==> src/rtl/usb_speed_ctrl_pkg.sv <==
// Shared USB speed encodings and helpers for the speed-detect sequencer.
package usb_speed_ctrl_pkg;

  localparam logic [1:0] USB_SPEED_AUTO = 2'd0;
  localparam logic [1:0] USB_SPEED_LS   = 2'd1;
  localparam logic [1:0] USB_SPEED_FS   = 2'd2;
  localparam logic [1:0] USB_SPEED_HS   = 2'd3;

  function automatic logic is_speed(input logic [1:0] spd);
    return spd != USB_SPEED_AUTO;
  endfunction

endpackage

==> src/rtl/usb_speed_ctrl.sv <==
// Speed autodetect sequencer: restart pulse, bounded-retry wait for a result,
// debounce, and publication of a locked (or forced) speed.
module usb_speed_ctrl
  import usb_speed_ctrl_pkg::*;
#(
  parameter int unsigned pRESTART_CYCLES = 32'd10,
  parameter int unsigned pTIMEOUT_WIDTH  = 32'd21,
  parameter int unsigned pTIMEOUT_CYCLES = 32'd1048576,
  parameter int unsigned pSTABLE_CYCLES  = 32'd4,
  parameter int unsigned pMAX_RETRIES    = 32'd3
) (
  input  logic       cwusb_clk,
  input  logic       reset_i,
  input  logic [1:0] I_mode,
  input  logic       I_start,
  input  logic       I_stop,
  input  logic [1:0] I_detect_speed,
  output logic       O_restart,
  output logic [1:0] O_speed,
  output logic       O_locked,
  output logic       O_busy,
  output logic       O_fail,
  output logic       O_lost,
  output logic [3:0] O_retries
);

  localparam int RC_W = $clog2(pRESTART_CYCLES + 32'd1);
  localparam int ST_W = $clog2(pSTABLE_CYCLES + 32'd1);
  localparam int TM_W = pTIMEOUT_WIDTH;

  localparam logic [RC_W-1:0] RC_ONE    = RC_W'(1'b1);
  localparam logic [RC_W-1:0] RC_FULL   = RC_W'(pRESTART_CYCLES);
  localparam logic [ST_W-1:0] ST_ZERO   = ST_W'(1'b0);
  localparam logic [ST_W-1:0] ST_ONE    = ST_W'(1'b1);
  localparam logic [ST_W-1:0] ST_FULL   = ST_W'(pSTABLE_CYCLES);
  localparam logic [ST_W-1:0] ST_LAST   = ST_W'(pSTABLE_CYCLES - 32'd1);
  localparam logic [TM_W-1:0] TM_ZERO   = TM_W'(1'b0);
  localparam logic [TM_W-1:0] TM_ONE    = TM_W'(1'b1);
  localparam logic [TM_W-1:0] TM_LAST   = TM_W'(pTIMEOUT_CYCLES - 32'd1);
  localparam logic [TM_W-1:0] TM_MAX    = {TM_W{1'b1}};
  localparam logic [3:0]      RETRY_MAX = 4'(pMAX_RETRIES);

  typedef enum logic [2:0] {
    ST_IDLE    = 3'd0,
    ST_RESTART = 3'd1,
    ST_WAIT    = 3'd2,
    ST_CONFIRM = 3'd3,
    ST_LOCKED  = 3'd4,
    ST_FAIL    = 3'd5
  } state_t;

  state_t          state_r;
  logic [RC_W-1:0] restart_cnt_r;
  logic [TM_W-1:0] tmo_r;
  logic [ST_W-1:0] stable_r;
  logic [ST_W-1:0] lost_cnt_r;
  logic [1:0]      cand_r;
  logic            forced_r;

  logic            match_s;
  logic            lock_hit_s;
  logic            timeout_s;
  logic [TM_W-1:0] tmo_inc_s;

  // Lock/timeout arbitration; a lock completing on the timeout cycle wins.
  always_comb begin
    match_s    = (I_detect_speed == cand_r);
    tmo_inc_s  = (tmo_r != TM_MAX) ? (tmo_r + TM_ONE) : tmo_r;
    lock_hit_s = 1'b0;
    if (state_r == ST_CONFIRM) begin
      lock_hit_s = (stable_r == ST_FULL) || (match_s && (stable_r == ST_LAST));
    end else begin
      lock_hit_s = 1'b0;
    end
    timeout_s = ((state_r == ST_WAIT) || (state_r == ST_CONFIRM)) &&
                (tmo_r >= TM_LAST) && !lock_hit_s;
  end

  // Sequencer state and all registered outputs.
  always_ff @(posedge cwusb_clk or posedge reset_i) begin
    if (reset_i) begin
      state_r       <= ST_IDLE;
      restart_cnt_r <= '0;
      tmo_r         <= '0;
      stable_r      <= '0;
      lost_cnt_r    <= '0;
      cand_r        <= USB_SPEED_AUTO;
      forced_r      <= 1'b0;
      O_restart     <= 1'b0;
      O_speed       <= USB_SPEED_AUTO;
      O_locked      <= 1'b0;
      O_busy        <= 1'b0;
      O_fail        <= 1'b0;
      O_lost        <= 1'b0;
      O_retries     <= 4'd0;
    end else if (I_stop) begin
      state_r    <= ST_IDLE;
      O_restart  <= 1'b0;
      O_speed    <= USB_SPEED_AUTO;
      O_locked   <= 1'b0;
      O_busy     <= 1'b0;
      O_fail     <= 1'b0;
      O_lost     <= 1'b0;
      O_retries  <= 4'd0;
      forced_r   <= 1'b0;
      lost_cnt_r <= ST_ZERO;
    end else if (I_start) begin
      O_fail     <= 1'b0;
      O_lost     <= 1'b0;
      O_retries  <= 4'd0;
      lost_cnt_r <= ST_ZERO;
      if (is_speed(I_mode)) begin
        state_r   <= ST_LOCKED;
        forced_r  <= 1'b1;
        O_speed   <= I_mode;
        O_locked  <= 1'b1;
        O_restart <= 1'b0;
        O_busy    <= 1'b0;
      end else begin
        state_r       <= ST_RESTART;
        forced_r      <= 1'b0;
        O_speed       <= USB_SPEED_AUTO;
        O_locked      <= 1'b0;
        O_restart     <= 1'b1;
        O_busy        <= 1'b1;
        restart_cnt_r <= RC_ONE;
        tmo_r         <= TM_ZERO;
      end
    end else if (timeout_s) begin
      if (O_retries < RETRY_MAX) begin
        O_retries     <= O_retries + 4'd1;
        state_r       <= ST_RESTART;
        O_restart     <= 1'b1;
        restart_cnt_r <= RC_ONE;
        tmo_r         <= TM_ZERO;
      end else begin
        state_r <= ST_FAIL;
        O_fail  <= 1'b1;
        O_speed <= USB_SPEED_AUTO;
        O_busy  <= 1'b0;
      end
    end else begin
      case (state_r)
        ST_RESTART: begin
          if (restart_cnt_r >= RC_FULL) begin
            state_r   <= ST_WAIT;
            O_restart <= 1'b0;
          end else begin
            restart_cnt_r <= restart_cnt_r + RC_ONE;
          end
        end
        ST_WAIT: begin
          tmo_r <= tmo_inc_s;
          if (is_speed(I_detect_speed)) begin
            cand_r   <= I_detect_speed;
            stable_r <= ST_ONE;
            state_r  <= ST_CONFIRM;
          end else begin
            state_r <= ST_WAIT;
          end
        end
        ST_CONFIRM: begin
          tmo_r <= tmo_inc_s;
          if (lock_hit_s && (stable_r == ST_FULL)) begin
            state_r    <= ST_LOCKED;
            O_speed    <= cand_r;
            O_locked   <= 1'b1;
            O_busy     <= 1'b0;
            lost_cnt_r <= ST_ZERO;
          end else if (lock_hit_s) begin
            stable_r <= ST_FULL;
          end else if (match_s) begin
            stable_r <= stable_r + ST_ONE;
          end else begin
            state_r <= ST_WAIT;
          end
        end
        ST_LOCKED: begin
          // A forced lock never watches the detector.
          if (!forced_r && (I_detect_speed != O_speed)) begin
            if (lost_cnt_r >= ST_LAST) begin
              O_lost <= 1'b1;
            end else begin
              lost_cnt_r <= lost_cnt_r + ST_ONE;
            end
          end else begin
            lost_cnt_r <= ST_ZERO;
          end
        end
        ST_IDLE, ST_FAIL: begin
          state_r <= state_r;
        end
        default: begin
          state_r <= ST_IDLE;
        end
      endcase
    end
  end

endmodule

==> config.mk <==
export PLATFORM = sky130hd
export DESIGN_NAME = usb_speed_ctrl
export DESIGN_NICKNAME = d
export VERILOG_FILES = /design/src/rtl/usb_speed_ctrl_pkg.sv /design/src/rtl/usb_speed_ctrl.sv
export SDC_FILE = /design/constraint.sdc
export NUM_CORES = 1
export LEC_CHECK = 0
export CAP_MARGIN = 10
export CORE_UTILIZATION = 25
export CTS_BUF_LIST = sky130_fd_sc_hd__clkbuf_4
export CTS_CLUSTER_DIAMETER = 40
export DETAILED_ROUTE_END_ITERATION = 10
export GPL_ROUTABILITY_DRIVEN = 0
export GPL_TIMING_DRIVEN = 1
export HOLD_SLACK_MARGIN = 0.12
export PLACE_DENSITY = 0.49
export SYNTH_ARGS = -nofsm -noshare
export SYNTH_HDL_FRONTEND = slang
export SYNTH_SLANG_ARGS = --single-unit
==> constraint.sdc <==
create_clock -name cwusb_clk -period 5.6 [get_ports cwusb_clk]
set_input_delay 0.56 -clock cwusb_clk [delete_from_list [all_inputs] [get_ports cwusb_clk]]
set_output_delay 0.56 -clock cwusb_clk [all_outputs]
set_load 0.02 [all_outputs]
==> results_dict.tcl <==
set metrics [dict create \
    status "complete, no violations" \
    numPlacedInstances 494 \
    io_pins 19 \
    grt_overflow_total 0 \
    viasPerCell 5.31 \
    place_area_sq_mm 0.00336 \
    yosysWarnings 0 \
    rsz0062_at_grt "no" \
    synth_area_leaders "dfrtp_1, nand3_1, ha_1" \
    drt-initial-drc-count 158 \
    syn_nets 362 \
    syn2layout_area_growth_pct 13.1 \
    io_buffers 18 \
    start_kind "primary input" \
    nFillCells 1279 \
    worst_ep_arrival_time_ns 3.48 \
    fmax_ghz 0.315 \
    drv_cap 0 \
    wire_per_inst_microns 15.4 \
    holdBufCountCts 0 \
    highest_layer "met4" \
    clockBufferDepth 2 \
    cts_root_buffer "clkbuf_4" \
    cts_resized 0 \
    insertion_delay_ns 0.37 \
    finalSetupViolations 0 \
    fin_tns_setup_ns 0 \
    cp-end-kind "flop" \
    cts_tree "done" \
    worst_pin_slew_ns 1.12 \
    numCtsBuffers 5 \
    drc 0 \
    core_sq_mm 0.0120 \
    fin_cells 503 \
    drive_gt1_share_pct 7.30 \
    dieArea_sq_mm 0.0127 \
    row_count 40 \
    syn_area_per_cell_sq_um 8.89 \
    drv_slew 0 \
    slowest_stage "a21oi_2" \
    crit_chain "clkdlybuf4s50_1 > xor2_1 > o31ai_1 > a21oi_1 > a21oi_2 > buf_4 > a221oi_1 > o21ai_0" \
    grt_util_all_layers_pct 12.8 \
    ant_nets 0 \
    cts.sinks 48 \
    die_x_microns 113 \
    stdcell_area_sq_mm 0.00347 \
    synth_most_common_cell "dfrtp_1" \
    synth.distinct_cells 51 \
    vias 2673 \
    skew_ns 0.00718 \
    synth_edf_count 0 \
    cp_slowest_stage_delay_ns 0.91 \
    ys.flop_type "dfrtp_1" \
    ys_async_sr_fraction_pct 100 \
    wl_met1_microns 3750 \
    synthDominantCellAreaShare_pct 39.2 \
    chipHeight_microns 113 \
    final_nets 372 \
    htreeDepth 2 \
    yosysTopAreaCell "dfrtp_1" \
    start_util_pct 25.5 \
    power.density_mw_per_mm2 206 \
    ys_ff_latch 48 \
    grt_pass1_vias 2624 \
    wl_microns 7730 \
    netlist_instances 345 \
    p_leak_uw 0.00151 \
    antenna_found_initial 0 \
    crit_path_max_fanout 26 \
    drt_first_pass_iters 4 \
    grt_pass1_wl_microns 13200 \
    worstSetupPathType "primary input to flop" \
    synthTopCellsByCount "dfrtp_1, nand3_1, nor2_1, inv_1, nand2_1" \
    clkTransAtPathRegs_ns 0.16 \
    diodes 0 \
    ir_worst_vdd_mv 0.0925 \
    grt_max_degree 49 \
    yosysSeqAreaShare_pct 39.2 \
    hold_viol 0 \
    relSlewSlack_pct 25.2 \
    holdCritPathClass "primary input to asynchronous set/reset pin" \
    finalCriticalPeriod_ns 3.18 \
    required_ns 5.91 \
    finalCritPeriodShare_pct 56.7 \
    wl_met3_microns 340 \
    synth_area_sq_mm 0.00307 \
    dp.final_hpwl_microns 5180 \
    post-cts-setup-buffers 0 \
    wl_met2_microns 3570 \
]
registers in the layout (all words and copies together) (netlist names):
register,cells
O_locked,1
stable_r,3
state_r,3
lost_cnt_r,3
O_busy,1
O_fail,1
O_restart,1
restart_cnt_r,4
cand_r,2
O_retries,4
O_lost,1
forced_r,1
O_speed,2
tmo_r,21
layout make-up:
class | count | area [sq um] | area share [%]
repair buffers | 22 | 223 | 6.42
multi-input cells | 259 | 1700 | 49.1
flip-flops and latches | 48 | 1200 | 34.6
clock inverters | 3 | 47.5 | 1.37
well taps | 147 | 184 | 5.30
clock buffers | 5 | 37.5 | 1.08
inverters | 19 | 71.3 | 2.06
power breakdown:
group	switching [uW]	internal, uW	leakage [uW]
registers	20.3	364	0.000636
logic	63.4	39.6	0.000829
clock network	131	95.8	0.0000454
total	215	499	0.00151
layer usage:
metal / vias up / GRT usage, %
met5: - / 0
met4: 0 / 3.02
met3: 9 / 2.25
met2: 67 / 21.0
met1: 1291 / 17.5
li1: 1306 / -
layout by cell type, fill, tap and decap left out, types with 3 or more instances in the layout:
cell             instances
o21a_1                   7
nor2_1                  30
a221oi_1                 3
inv_1                   18
clkbuf_4                 5
ha_1                     9
a31oi_1                  3
o2111ai_1                8
buf_4                    3
and4_1                   5
nand4_1                  4
mux2i_1                  5
and3_1                  10
nor3_1                  14
and2_1                   7
mux2_2                   7
nand3_1                 33
nor2b_1                  7
nand2_1                 19
o21ai_0                  7
a22oi_1                 12
a211o_1                  3
o211ai_1                 9
dfrtp_1                 48
clkdlybuf4s50_1         18
xor2_1                   5
nand2b_1                 3
a21oi_1                 13
o2111a_1                 3
stage by stage:
stage | total power, uW | hold WS, ns | setup slack (ns) | utilization [%]
floorplan | 457 | 0.462 | 3.50 | -
global placement | 491 | 0.478 | 2.15 | 28.0
detailed placement | 492 | 0.479 | 2.05 | 28.0
CTS | 722 | 0.513 | 2.45 | 28.7
global route | 748 | 0.443 | 2.10 | 28.9
finish | 714 | 0.438 | 2.42 | 28.9
critical path, delay by kind of cell:
kind / cells / cell delay [ns]
xor+xnor: 1 / 0.20
compound gates: 5 / 1.83
buf+inv: 2 / 0.87
kinds of logic after synthesis:
logic type      synth area share [%]
flops                           39.2
fa+ha+maj                       3.67
compound gates                  23.2
simple gates                    23.0
xor+xnor                        1.43
buf+inv                         5.30
mux                             4.20
worst paths after layout:
check / start / endpoint / slack [ns] / cells after the start
worst max-delay path: I_detect_speed[0] / tmo_r[10]$_DFFE_PP0P_ / 2.42 / 8
worst min-delay path: reset_i / tmo_r[9]$_DFFE_PP0P_ / 0.44 / 2
worst max register to register: state_r[2]$_DFFE_PP0P_ / tmo_r[10]$_DFFE_PP0P_ / 2.49 / 6
worst min register to register: tmo_r[18]$_DFFE_PP0P_ / tmo_r[18]$_DFFE_PP0P_ / 0.51 / 1
max in group asynchronous: reset_i / state_r[2]$_DFFE_PP0P_ / 4.67 / 3
min in group cwusb_clk: tmo_r[18]$_DFFE_PP0P_ / tmo_r[18]$_DFFE_PP0P_ / 0.51 / 1
Note: power is estimated with default switching activity, not from simulation.
